[config.mk]
export PLATFORM = sky130hd
export DESIGN_NAME = rr_ring_arbiter
export DESIGN_NICKNAME = d
export VERILOG_FILES = /design/src/rtl/rr_ring_arbiter_pkg.sv /design/src/rtl/rr_ring_arbiter_ptr.sv /design/src/rtl/rr_ring_arbiter.sv
export SDC_FILE = /design/constraint.sdc
export NUM_CORES = 1
export LEC_CHECK = 0
export ABC_AREA = 1
export CORE_ASPECT_RATIO = 1.1
export CORE_MARGIN = 4
export CORE_UTILIZATION = 47
export DETAILED_ROUTE_END_ITERATION = 10
export GPL_TIMING_DRIVEN = 1
export PLACE_DENSITY_LB_ADDON = 0.05
export RECOVER_POWER = 50
export REMOVE_ABC_BUFFERS = 1
export SLEW_MARGIN = 10
export SYNTH_ARGS = -nofsm -noshare
export SYNTH_HDL_FRONTEND = slang
export SYNTH_SLANG_ARGS = --single-unit
export TNS_END_PERCENT = 1
[constraint.sdc]
create_clock -name clk -period 1.47 [get_ports clk]
set_input_delay 0.147 -clock clk [delete_from_list [all_inputs] [get_ports clk]]
set_output_delay 0.147 -clock clk [all_outputs]
set_load 0.03 [all_outputs]
[src/rtl/rr_ring_arbiter_pkg.sv]
// Shared types and default sizing for the round-robin ring arbiter.
package rr_ring_arbiter_pkg;

    localparam int RR_N_DEFAULT        = 3;
    localparam int RR_MAX_HOLD_DEFAULT = 4;

    typedef enum logic {
        IDLE  = 1'b0,
        GRANT = 1'b1
    } rr_state_t;

endpackage

[src/rtl/rr_ring_arbiter_ptr.sv]
// One-hot ring pointer: resets to bit0, loads onehot(owner+1) with wrap.
module rr_ring_ptr
    import rr_ring_arbiter_pkg::*;
#(
    parameter int N  = RR_N_DEFAULT,
    parameter int OW = 2
) (
    input  logic          clk,
    input  logic          reset,
    input  logic          load,
    input  logic [OW-1:0] owner,
    output logic [N-1:0]  ptr
);

    logic [N-1:0] r_ptr;
    logic [N-1:0] w_ptr_nxt;

    always_comb begin
        w_ptr_nxt = '0;
        for (int i = 0; i < N; i++) begin
            w_ptr_nxt[i] = (i == ((int'(owner) + 1) % N));
        end
    end

    always_ff @(posedge clk) begin
        if (reset) begin
            r_ptr <= N'(1);
        end else if (load) begin
            r_ptr <= w_ptr_nxt;
        end
    end

    assign ptr = r_ptr;

endmodule

[src/rtl/rr_ring_arbiter.sv]
// Round-robin arbiter with registered one-hot grant, done/req-drop release
// and a MAX_HOLD timeout; priority rotates one past the last owner.
module rr_ring_arbiter
    import rr_ring_arbiter_pkg::*;
#(
    parameter int N        = RR_N_DEFAULT,
    parameter int MAX_HOLD = RR_MAX_HOLD_DEFAULT
) (
    input  logic         clk,
    input  logic         reset,
    input  logic [N-1:0] req,
    input  logic [N-1:0] done,
    output logic [N-1:0] grant,
    output logic         busy,
    output logic [N-1:0] ptr,
    output logic         timeout
);

    localparam int OW = (N > 1) ? $clog2(N) : 1;
    localparam int HW = $clog2(MAX_HOLD);

    rr_state_t     r_state;
    rr_state_t     w_state_nxt;
    logic [N-1:0]  r_grant;
    logic [N-1:0]  w_grant_nxt;
    logic [OW-1:0] r_owner;
    logic [OW-1:0] w_owner_nxt;
    logic [HW-1:0] r_hold;
    logic [HW-1:0] w_hold_nxt;
    logic          r_timeout;
    logic          w_timeout_nxt;
    logic          w_release;

    logic [N-1:0]  w_ptr;
    logic [OW-1:0] w_ptr_idx;
    logic [N-1:0]  w_rot;
    logic          w_found;
    logic [OW-1:0] w_win;
    logic          w_own_done;
    logic          w_own_req;
    logic          w_hold_lim;

    rr_ring_ptr #(
        .N  (N),
        .OW (OW)
    ) u_ptr (
        .clk   (clk),
        .reset (reset),
        .load  (w_release),
        .owner (r_owner),
        .ptr   (w_ptr)
    );

    always_comb begin
        w_ptr_idx = '0;
        for (int i = 0; i < N; i++) begin
            if (w_ptr[i]) begin
                w_ptr_idx = OW'(i);
            end
        end
    end

    // Rotate req so bit 0 is the highest-priority requester, then take the first set bit.
    assign w_rot = N'({req, req} >> w_ptr_idx);

    always_comb begin
        w_found = 1'b0;
        w_win   = '0;
        for (int i = 0; i < N; i++) begin
            if (!w_found && w_rot[i]) begin
                w_found = 1'b1;
                w_win   = OW'((int'(w_ptr_idx) + i) % N);
            end
        end
    end

    assign w_own_done = |(done & r_grant);
    assign w_own_req  = |(req & r_grant);
    assign w_hold_lim = (r_hold == HW'(MAX_HOLD - 1));

    always_ff @(posedge clk) begin
        if (reset) begin
            r_state   <= IDLE;
            r_grant   <= '0;
            r_owner   <= '0;
            r_hold    <= '0;
            r_timeout <= 1'b0;
        end else begin
            r_state   <= w_state_nxt;
            r_grant   <= w_grant_nxt;
            r_owner   <= w_owner_nxt;
            r_hold    <= w_hold_nxt;
            r_timeout <= w_timeout_nxt;
        end
    end

    always_comb begin
        w_state_nxt   = r_state;
        w_grant_nxt   = r_grant;
        w_owner_nxt   = r_owner;
        w_hold_nxt    = r_hold;
        w_timeout_nxt = 1'b0;
        w_release     = 1'b0;
        case (r_state)
            GRANT: begin
                if (w_own_done || !w_own_req || w_hold_lim) begin
                    w_release     = 1'b1;
                    w_state_nxt   = IDLE;
                    w_grant_nxt   = '0;
                    w_hold_nxt    = '0;
                    w_timeout_nxt = w_hold_lim && !w_own_done && w_own_req;
                end else begin
                    w_hold_nxt = r_hold + 1'b1;
                end
            end
            default: begin
                w_grant_nxt = '0;
                if (w_found) begin
                    w_state_nxt = GRANT;
                    w_owner_nxt = w_win;
                    w_hold_nxt  = '0;
                    for (int i = 0; i < N; i++) begin
                        w_grant_nxt[i] = (OW'(i) == w_win);
                    end
                end
            end
        endcase
    end

    always_comb begin
        grant   = r_grant;
        busy    = |r_grant;
        ptr     = w_ptr;
        timeout = r_timeout;
    end

endmodule
# [Word level (Yosys, flattened, before mapping)]
# Cells that the tools add are included.
[totals] out_inout_bits=8 ff_bits=12 input_bits=8
[classes] n_bitwise=4 n_addsub=4 eq_ne=6 shifts=1 n_mux=19 div=4 reduce_logical=18
[op_table] cell="32-bit by 3-bit remainder unit with 32-bit output (second input constant)" n=3
[op_table] cell="2-bit by 32-bit equality test with 1-bit output (first input constant)" n=1
[op_table] cell="3-bit by 32-bit equality test with 1-bit output (first input constant)" n=1
[op_table] cell="32-bit zero test" n=1
[op_table] cell="3-bit by 3-bit remainder unit with 32-bit output (second input constant)" n=1
[op_table] cell="2-bit two-way mux" n=7
[op_table] cell="3-bit OR reduction" n=4
[op_table] cell="1-bit two-way mux" n=9
[op_table] cell="3-bit two-way mux" n=3
[op_table] cell="2-bit by 1-bit adder with 3-bit output (second input constant)" n=2
[op_table] cell="3-bit AND" n=2
[op_table] cell="6-bit by 2-bit right shift with 3-bit output" n=1
[op_table] cell="1-bit logical AND" n=4
[op_table] cell="1-bit zero test" n=4
[op_table] cell="2-bit by 2-bit adder with 3-bit output (second input constant)" n=1
[op_table] cell="2-bit by 1-bit adder with 2-bit output (second input constant)" n=1
[op_table] cell="1-bit by 2-bit equality test with 1-bit output (first input constant)" n=1
[op_table] cell="2-bit equality test (first input constant)" n=1
[op_table] cell="2-bit equality test (second input constant)" n=1
[op_table] cell="2-bit zero test" n=1
[op_table] cell="1-bit logical OR" n=2
[op_table] cell="2-bit by 1-bit != test with 1-bit output (second input constant)" n=1
[op_table] cell="1-bit inverter" n=2
[op_table] cell="2-bit AND reduction" n=1
[op_table] cell="2-bit nonzero test" n=1

# [Depth between registers and ports, before layout]
[depth] depth_word=13 depth_mapped=9 mapped_depth_nobuf=9

# [By module]
# A second synthesis with hierarchy kept.
[unflattened] hier_cells=110 area_unflattened_um2=698.2
[modules_own_cells] mod="rr_ring_arbiter" instances=1 area_per_inst_um2=548.0 cells_per_inst=88
[modules_own_cells] mod="rr_ring_ptr" instances=1 area_per_inst_um2=150.1 cells_per_inst=22

# [Worst setup path after synthesis]
# OpenSTA, ideal clock, no wires.
[synth_path] kind="register -> register" start="register u_ptr.r_ptr[2], in the netlist u_ptr.ptr[2]" end="register r_grant[0], in the netlist grant[0]" setup_ns=0.128 required_time_ns=1.342 t_arrival_ns=1.307 stages_incl_launch_ff=10 path_slack_ns=0.035 cell_sequence="dfxtp_1 inv_2 nand3_1 nand3_2 nor2_4 nand2_1 nor2_2 nor2_1 nand2_1 a21oi_1"
[synth_via] elab_chain_len=12
[synth_rtl] element="start, declared" line_no="rr_ring_arbiter_ptr.sv:15" source="logic [N-1:0] r_ptr;"
[synth_rtl] element="start signal, assigned" line_no="rr_ring_arbiter_ptr.sv:29" source="r_ptr <= w_ptr_nxt;"
[synth_rtl] element="2-bit two-way mux *" line_no="rr_ring_arbiter.sv:57" source="if (w_ptr[i]) begin"
[synth_rtl] element="branches (longest 9 deep; another with 32-bit by 3-bit remainder unit with 32-bit output)"
[synth_rtl] element="3-bit two-way mux *" line_no="rr_ring_arbiter.sv:118" source="if (w_found) begin"
[synth_rtl] element="3-bit two-way mux *" line_no="rr_ring_arbiter.sv:104" source="case (r_state)"
[synth_rtl] element="end signal, assigned" line_no="rr_ring_arbiter.sv:90" source="r_grant <= w_grant_nxt;"
[synth_rtl] element="end, declared" line_no="rr_ring_arbiter.sv:24" source="logic [N-1:0] r_grant;"
# Mark *: on every way between the ends.
# A chain may end at the register's enable or synchronous reset.

# [Worst setup path in the final report]
[layout_path] start="register r_timeout, in the netlist timeout" end="output timeout"
[layout_rtl] element="start, declared" line_no="rr_ring_arbiter.sv:30" source="logic r_timeout;"
[layout_rtl] element="start signal, assigned" line_no="rr_ring_arbiter.sv:93" source="r_timeout <= w_timeout_nxt;"
[layout_rtl] element="end, declared" line_no="rr_ring_arbiter.sv:16" source="output logic timeout"
# No word-level cell between the ends.

==> impl_metrics.csv <==
group,metric,value,unit
run_status,outcome,"complete, no violations",
global_routing,grt_busiest_layer,"met2",
global_routing,grt_pass1_wl,2660,microns
timing,max_slew.worst_pin.slew,0.368,ns
synth,yosysSeqAreaShare,35.8,%
worst_setup_path,critPathRequiredTime,1.32,ns
finish,fillers,131,
detailed_routing,via_per_inst,5.06,
die,boundaryPins,16,
placed_design,placedCellCount,140,
timing,rsz0062_at_grt,"yes",
finish,final_cells,144,
die,fp.dieH,47.7,microns
global_routing,grt_overflow,0,
clock_tree,cts_resized,6,
clock_tree,cts_num_sinks,12,
global_routing,met1_usage,21.9,%
die,core_area,0.00137,sq mm
synth,synthTopCellsByArea,"dfxtp_1 (36%), nand2_1 (17%), nand3_1 (8.2%)",
job,drv_cap,0,
clock_tree,htreeDepth,1,
synth,synth_area_leader_cell,"dfxtp_1",
finish,drive_above_1_share,19.5,%
worst_hold_path,hp-class,"reg -> reg",
detailed_routing,routedWlPerCell,11.5,microns
finish,nets,140,
synth,synthDistinctLibCells,19,
global_routing,grt_pass1_vias,639,
pwr,vdd_drop_max,1250,uV
worst_setup_path,crit_chain,"clkdlybuf4s50_1",
worst_setup_path,end_kind,"output port",
global_routing,met2_usage,29.4,%
clock_tree,cts.reportedPaths.clkPinSlew,0.08,ns
finish,antenna_cells,0,
synth,syn_area,672,sq um
global_routing,grt_max_degree,8,
finish,seqCellArea,243,sq um
timing,hold_ws,0.464,ns
worst_setup_path,crit_path_max_incr_delay,0.66,ns
timing,period_share,95.2,%
timing,fin_worst_skew,0.00170,ns
detailed_routing,drtIter0Drc,12,
clock_tree,clk_latency,0.28,ns
worst_setup_path,arrival,1.25,ns
synth,avgSynthCellArea,6.72,sq um
worst_setup_path,r2r-end,"grant[0]$_SDFFE_PP0P_",
worst_setup_path,cp_num_buf_inv,1,
worst_setup_path,crit_type,"reg -> out",
timing,timing.slew.headroom,75.6,%
synth,netlist.area_leader.share,35.8,%
placed_design,place.gp.congestion,0.885,
clock_tree,cts_buffer_depth,2,
worst_setup_path,crit_path_max_fanout,1,
global_routing,antenna_found_initial,0,
clock_tree,cts-root-buf,"clkbuf_4",
worst_setup_path,endpoint,"timeout",
detailed_routing,vias,728,
worst_setup_path,critPathLaunchType,"flip-flop",
timing,period_minus_slack,1.40,ns
finish,synthToLayoutAreaGrowth,39.5,%
pwr,power_density,1960,mW/mm^2
pwr,finalPower,1.84,mW
placed_design,hpwl,1260,microns
pwr,p_leak,0.466,nW
worst_hold_path,hold_start,"r_hold[0]$_SDFFE_PP0P_",
synth,synth_seq_cells,12,
detailed_routing,firstDrtPassIters,4,
global_routing,use_met3,2.63,%
detailed_routing,final_antenna_net_count,0,
clock_tree,postCtsHoldBufs,0,
detailed_routing,wirelength,1650,microns
clock_tree,postCtsSetupBuffers,0,
worst_setup_path,crit_start,"timeout$_SDFF_PP0_",
worst_setup_path,crit_cells,1,
die,initial_core_util,49.2,%
timing,final_hold_viol_count,0,
timing,drv_slew,0,
timing,final-setup-viol-count,0,
placed_design,port_buffers,15,
die,num_rows,14,
global_routing,grt_usage,17.5,%
worst_setup_path,rr_worst_depth,9,
clock_tree,cts_tree,"yes",
clock_tree,numCtsBuffers,3,
timing,fmax,0.714,GHz
worst_setup_path,cp_slowest_cell,"clkdlybuf4s50_1",
detailed_routing,remaining_drc_errors,0,
die,dieArea,0.00210,sq mm
worst_setup_path,rr_startpoint,"u_ptr.ptr[1]$_SDFFE_PP0P_",
synth,synthCells,100,
die,fp.dieW,44.1,microns
synth,yosysWarnings,0,
worst_setup_path,reg2reg_setup_slack,0.12,ns
worst_setup_path,cp_top_family,"buffers and inverters",
finish,multiInputGateArea,385,sq um
==> worst min path at each step <==
stage                        endpoint  cells after the start
2_1_floorplan   grant[0]$_SDFFE_PP0P_                      1
3_3_place_gp   r_hold[0]$_SDFFE_PP0P_                      1
3_5_place_dp   r_hold[0]$_SDFFE_PP0P_                      1
4_1_cts        r_hold[0]$_SDFFE_PP0P_                      1
5_1_grt        r_hold[0]$_SDFFE_PP0P_                      1
6_report       r_hold[0]$_SDFFE_PP0P_                      1
==> where the power goes <==
part	total (mW)	leakage, nW	switching [mW]	internal, mW
clock network	0.269	0.0210	0.118	0.151
registers	0.519	0.0991	0.0914	0.428
logic	1.05	0.346	0.642	0.408
total	1.84	0.466	0.852	0.987
==> worst reg2reg max path: stages (launching register included) <==
cell and delay [ns]:
dfxtp_2 0.36, nor2_2 0.22, nand2_1 0.10, nand3_2 0.11, nor2_4 0.05, nand2_1 0.06
nand2_1 0.10, nor2_1 0.12, nand2_1 0.06, a21oi_1 0.12
==> cells in the mapped netlist, drive strengths merged <==
cell type,n
dfxtp,12
buf,1
or3,1
a21oi,10
nor3,1
ha,3
inv,12
o21bai,1
o211ai,1
nand3b,1
nand4,2
nand3,13
nand2,30
nor2,9
o21ai,3
==> area by class of cell <==
cell class,instances,area share (%)
inverters,12,4.81
flip-flops and latches,12,25.9
clock buffers,4,3.87
repair buffers,25,22.2
multi-input cells,75,41.1
well taps,16,2.14
==> through the flow <==
stage | util, % | cell area [sq um] | worst slack, ns | TNS, ns
floorplan | - | 668 | 0.0471 | 0
global placement | 66.8 | 913 | -0.111 | -0.528
detailed placement | 66.8 | 913 | -0.103 | -0.508
CTS | 69.0 | 942 | 0.00967 | 0
global route | 68.6 | 937 | -0.0598 | -0.153
finish | 68.6 | 937 | 0.0701 | 0
==> layout by cell type, fill, tap and decap left out, drive strengths merged <==
master	Yosys	routed
nand4	2	2
clkbuf	0	6
nand2	30	30
o211ai	1	1
a21oi	10	10
dlygate4sd2	0	5
nor2	9	9
inv	12	12
buf	1	10
dfxtp	12	12
clkdlybuf4s50	0	8
o21ai	3	3
o21bai	1	1
nand3b	1	1
or3	1	1
nor3	1	1
nand3	13	13
ha	3	3
==> kinds of logic after synthesis <==
kind of cell               after synthesis  synth area share (%)
adders and majority gates                3                  5.59
buffers and inverters                   13                  7.26
DFF                                     12                  35.8
and+or+nand+nor                         57                  39.5
AOI/OAI and AO/OA                       15                  11.9
==> state kept, by name (all words and copies together), names as in the netlist <==
register   flops
u_ptr.ptr      3
r_state        1
timeout        1
r_hold         2
grant          3
r_owner        2
==> layer usage <==
layer  vias up  wire length, microns
li1        385                     -
met1       318                   764
met2        23                   760
met3         2                    96
met4         0                    29
met5         -                     0
Power figures use the tool's default switching activity.
